`src/rtl/branch_predictor.sv`:
```
// branch_predictor: dynamic branch/jump predictor for the IF stage.
//   Direct-mapped BTB (flop storage) with per-entry saturating counters, looked up
//   combinationally with the fetch PC and trained by branches/jumps resolved in EX.
//   Optional return-address stack enabled by defining BP_RAS_EN.
// Ports:
//   clk, rst             clock (rising edge), synchronous active-high reset
//   if_pc                PC being fetched
//   pred_taken           predict redirect this cycle
//   pred_target          predicted target if pred_taken, else if_pc+4
//   upd_valid            EX resolved a branch/jump this cycle
//   upd_pc/upd_taken     PC and actual outcome of the resolved instruction
//   upd_target           actual target
//   upd_is_branch        1 = conditional branch, 0 = unconditional jump
//   if_is_ret            predecode: fetched instruction is jr $31
//   ras_push/_addr       predecode: call fetched, push its return address
//   ras_pop              return consumed
module branch_predictor #(
  parameter int unsigned ENTRIES   = 64,
  parameter int unsigned CTR_BITS  = 2,
  parameter int unsigned TAG_BITS  = 8,
  parameter int unsigned RAS_DEPTH = 4
) (
  input  logic        clk,
  input  logic        rst,
  input  logic [31:0] if_pc,
  output logic        pred_taken,
  output logic [31:0] pred_target,
  input  logic        upd_valid,
  input  logic [31:0] upd_pc,
  input  logic        upd_taken,
  input  logic [31:0] upd_target,
  input  logic        upd_is_branch,
  input  logic        if_is_ret,
  input  logic        ras_push,
  input  logic [31:0] ras_push_addr,
  input  logic        ras_pop
);

  localparam int unsigned IDX = $clog2(ENTRIES);
  localparam int unsigned TAG_LO = IDX + 2;
  localparam int unsigned TAG_HI = IDX + 1 + TAG_BITS;

  localparam logic [CTR_BITS-1:0] CTR_MAX = {CTR_BITS{1'b1}};
  // Weakly not-taken is all ones below the MSB; weakly taken is MSB alone.
  localparam logic [CTR_BITS-1:0] CTR_WNT = CTR_MAX >> 1;
  localparam logic [CTR_BITS-1:0] CTR_WT  = ~CTR_WNT;

  logic                valid_q  [ENTRIES];
  logic [TAG_BITS-1:0] tag_q    [ENTRIES];
  logic [31:0]         target_q [ENTRIES];
  logic [CTR_BITS-1:0] ctr_q    [ENTRIES];

  logic [IDX-1:0]      if_idx, upd_idx;
  logic [TAG_BITS-1:0] if_tag, upd_tag;
  logic                btb_taken, upd_hit;
  logic                ras_hit;
  logic [31:0]         ras_top;

  assign if_idx  = if_pc[IDX+1:2];
  assign if_tag  = if_pc[TAG_HI:TAG_LO];
  assign upd_idx = upd_pc[IDX+1:2];
  assign upd_tag = upd_pc[TAG_HI:TAG_LO];

  assign btb_taken = valid_q[if_idx] && (tag_q[if_idx] == if_tag) && ctr_q[if_idx][CTR_BITS-1];
  assign upd_hit   = valid_q[upd_idx] && (tag_q[upd_idx] == upd_tag);

  logic unused_pc_bits;
  assign unused_pc_bits = ^{upd_pc[1:0], upd_pc[31:TAG_HI+1]};

  // Lookup reads registered state only, so a same-cycle update is seen next cycle.
  always_comb begin
    pred_taken  = 1'b0;
    pred_target = if_pc + 32'd4;
    if (!rst) begin
      if (ras_hit) begin
        pred_taken  = 1'b1;
        pred_target = ras_top;
      end else if (btb_taken) begin
        pred_taken  = 1'b1;
        pred_target = target_q[if_idx];
      end
    end
  end

  always_ff @(posedge clk) begin
    if (rst) begin
      for (int i = 0; i < ENTRIES; i++) begin
        valid_q[i] <= 1'b0;
        ctr_q[i]   <= CTR_WNT;
      end
    end else if (upd_valid) begin
      if (upd_hit) begin
        if (upd_is_branch) begin
          if (upd_taken) begin
            if (ctr_q[upd_idx] != CTR_MAX) ctr_q[upd_idx] <= ctr_q[upd_idx] + CTR_BITS'(1);
            target_q[upd_idx] <= upd_target;
          end else if (ctr_q[upd_idx] != '0) begin
            ctr_q[upd_idx] <= ctr_q[upd_idx] - CTR_BITS'(1);
          end
        end else begin
          ctr_q[upd_idx]    <= CTR_MAX;
          target_q[upd_idx] <= upd_target;
        end
      end else if (upd_taken) begin
        valid_q[upd_idx]  <= 1'b1;
        tag_q[upd_idx]    <= upd_tag;
        target_q[upd_idx] <= upd_target;
        ctr_q[upd_idx]    <= upd_is_branch ? CTR_WT : CTR_MAX;
      end
    end
  end

`ifdef BP_RAS_EN
  localparam int unsigned PTR_W = (RAS_DEPTH > 1) ? $clog2(RAS_DEPTH) : 1;
  localparam int unsigned CNT_W = $clog2(RAS_DEPTH + 1);

  logic [31:0]      ras_q [RAS_DEPTH];
  logic [PTR_W-1:0] ras_ptr_q, ptr_inc, ptr_dec;
  logic [CNT_W-1:0] ras_cnt_q;

  // ras_ptr_q points at the current top; wrap explicitly so any depth works.
  assign ptr_inc = (ras_ptr_q == PTR_W'(RAS_DEPTH - 1)) ? '0 : ras_ptr_q + PTR_W'(1);
  assign ptr_dec = (ras_ptr_q == '0) ? PTR_W'(RAS_DEPTH - 1) : ras_ptr_q - PTR_W'(1);

  assign ras_hit = if_is_ret && (ras_cnt_q != '0);
  assign ras_top = ras_q[ras_ptr_q];

  always_ff @(posedge clk) begin
    if (rst) begin
      ras_ptr_q <= '0;
      ras_cnt_q <= '0;
    end else if (ras_push && ras_pop && (ras_cnt_q != '0)) begin
      ras_q[ras_ptr_q] <= ras_push_addr;
    end else if (ras_push) begin
      // Overflow wraps the pointer onto the oldest entry; count saturates.
      ras_q[ptr_inc] <= ras_push_addr;
      ras_ptr_q      <= ptr_inc;
      if (ras_cnt_q != CNT_W'(RAS_DEPTH)) ras_cnt_q <= ras_cnt_q + CNT_W'(1);
    end else if (ras_pop && (ras_cnt_q != '0)) begin
      ras_ptr_q <= ptr_dec;
      ras_cnt_q <= ras_cnt_q - CNT_W'(1);
    end
  end
`else
  assign ras_hit = 1'b0;
  assign ras_top = '0;

  logic unused_ras;
  assign unused_ras = ^{if_is_ret, ras_push, ras_push_addr, ras_pop, ras_top};
`endif

endmodule

```
`config.mk`:
```
export PLATFORM = sky130hd
export DESIGN_NAME = branch_predictor
export DESIGN_NICKNAME = d
export VERILOG_FILES = /design/src/rtl/branch_predictor.sv
export SDC_FILE = /design/constraint.sdc
export NUM_CORES = 2
export LEC_CHECK = 0
export CORE_ASPECT_RATIO = 0.6
export CORE_MARGIN = 1.5
export CORE_UTILIZATION = 45
export DETAILED_ROUTE_END_ITERATION = 8
export PLACE_DENSITY = 0.64
export SLEW_MARGIN = 20
export SYNTH_ARGS = -nofsm -noshare
export SYNTH_HDL_FRONTEND = slang
export SYNTH_SLANG_ARGS = --single-unit
```
`constraint.sdc`:
```
create_clock -name clk -period 6.6 [get_ports clk]
set_input_delay 1.32 -clock clk [delete_from_list [all_inputs] [get_ports clk]]
set_output_delay 1.32 -clock clk [all_outputs]
set_load 0.05 [all_outputs]
```
==> out/metrics.cfg <==
[outcome]
status=finished clean

[final_layout]
num-fill-cells=18900
instances_no_fill=9426
fin_util_pct=52.9
finalNetCount=6046
regArea_sq_mm=0.0820
multi_input_area_sq_mm=0.0300
synthToLayoutAreaGrowth_pct=16.7
fin_area_sq_mm=0.132
layout_common_cells=edfxtp_1, mux4_2, buf_4
layout_commonest_cell=edfxtp_1
drive_above_1_share_pct=33.6

[place]
hpwl_um=217000
dp.cells=8964
placed_area_sq_mm=0.124
routabilityCongestion=1.02
dpl_worst_slack_ps=88.3
io_buffer_count=115

[floorplan]
core-area_sq_mm=0.250
die_width_um=651
start_util_pct=45.3
die_y_um=392
die_area_sq_mm=0.255
pin_count=169
rows=142

[timing]
setup_ws_ps=120
finalSetupTns_ps=0
hold_violations=0
max_freq_ghz=0.154
grt_setup_unrepaired=no
setup_violations=0
relSlewSlack_pct=25.0
skew_ps=105
tightestPinTransition_ps=1120
finalCritPeriodShare_pct=98.2
holdWs_ps=486
fin_crit_ps=6480
finalMaxSlewViolations=0

[power]
total_power_mw=36.2
power-per-cell-area_mw_per_mm2=274
p_leak_nw=41.1
max-vdd-ir-drop_mv=0.249

[yosys]
synth-edff-count=2688
ys_seq_elements=2752
netlist_area_sq_mm=0.113
synthMuxAreaShare_pct=20.0
yosys.cell_types.count=74
synthXorXnorAreaFrac_pct=0.278
synth_area_per_cell_sq_um=20.9
ys_warn_count=0
synth_fa_ha_area_share_pct=0.0110
synth_flop_cell=edfxtp_1
syn_inst=5414
synth_nets=5551
synth_simple_gate_area_share_pct=2.73
async_flop_share_pct=0
synth_top_family_by_area=multiplexers
seq_area_frac_synth_pct=72.3
synth-compound-area-share_pct=3.01

[detailed_routing]
dr.first_iter.drc_count=10200
wl_um=342000
dr.pass1.iters=9
via_per_inst=6.58
drcViolationCount=0
wl_per_cell_um=36.3
drtAntennaViolNets=0
vias=62000

[grt]
grt_pass1_vias=59200
grt_pass1_wl_um=473000
grt-ovfl-total=0
grtUsageTotal_pct=26.6
antenna_found_initial=28
grt_max_degree=107

[clock_tree]
clkLatencyLatePin_ps=950
cts_tree=done
clock_sinks=2752
cts-buffers-inserted=249
cts-root-buf=clkbuf_16
clkTransAtPathRegs_ps=70
h-tree-depth=4
clock_path_buffers=4

[hold_path]
min_path_type=flip-flop to flip-flop

[setup_path]
worst_setup_path_start_kind=input port
cp.arrival_ps=5160
cp_max_fo=106
endpoint_kind=output pin
crit_type=input port to output pin
required_ps=5280

[job]
drv_cap=0

==> path summary, 6_finish.rpt <==
check	slack, ps	start	to	cells past startpoint
worst min-delay path	490	valid_q[8]	valid_q[8]	1
worst min register to register	490	valid_q[8]	valid_q[8]	1
worst max register to register	2230	tag_q[5][3]	target_q[25][10]	13
worst max-delay path	120	if_pc[3]	pred_target[20]	13
==> logic make-up after synthesis <==
| family | after synthesis |
|---|---|
| and+or+nand+nor | 654 |
| AOI/OAI and AO/OA | 448 |
| muxes | 1108 |
| buffers and inverters | 415 |
| DFF | 2752 |
| adders and majority gates | 1 |
| xor gates and xnor gates | 36 |
==> timing repair <==
item | CTS | global route
setup buffers | 0 | 4
hold buffers | 0 | 0
setup endpoints to repair | 0 | 29
resized for setup | 0 | 7
==> flip-flops by register name (all words and copies together), names as in the netlist <==
signal    cells
valid_q      64
target_q   2048
tag_q       512
ctr_q       128
==> synthesized netlist by cell type (all sizes together), types with 5 or more instances <==
library cell	instances	area (sq um)
edfxtp	2688	80700
mux4	922	20800
clkbuf	213	801
nand2	196	736
buf	191	1000
mux2i	157	1570
nand3	149	746
nor2	117	439
a21oi	81	631
a22oi	77	578
nor3	72	365
o2bb2ai	65	569
o31ai	65	488
dfxtp	64	1280
nand4	62	388
o21ai	62	310
mux2	29	327
xnor2	20	175
o22ai	18	119
xor2	16	140
a221oi	14	123
inv	11	41.3
a221o	9	90.1
nor2b	8	50.1
nor4	7	50.1
nand2b	6	37.5
o211ai	6	45.0
a222oi	5	50.1
and2	5	31.3
and3	5	31.3
o31a	5	43.8
==> per-layer routing <==
layer  track usage, %  wire length (um)  vias up
li1                 -                 -    24100
met1             41.5            144000    33300
met2             34.5            136000     4164
met3             11.6             55300      442
met4             4.96              6510       18
met5                0               103        -
==> layout make-up <==
| class | instances | area share [%] |
|---|---|---|
| sequential | 2752 | 62.0 |
| multi-input combinational | 2247 | 22.7 |
| timing repair buffer | 648 | 6.17 |
| clock buffer | 301 | 4.88 |
| tap | 3312 | 3.13 |
| clock inverter | 146 | 1.08 |
| inverter | 11 | 0.0331 |
| antenna | 9 | 0.0170 |
==> report_power, final <==
part / switching [mW] / internal, mW
clock: 6.47 / 7.95
sequential: 0.0284 / 19.2
combinational: 1.58 / 0.959
==> worst max-delay path, stage by stage <==
cell	delay, ps
buf_8	320
buf_4	280
buf_4	280
buf_12	490
ha_1	260
buf_4	160
nand3_1	180
nor2_1	160
buf_4	190
nand2_1	130
xnor2_1	730
mux2_2	310
buf_4	250
No activity file was read; power rests on OpenSTA's default activity.
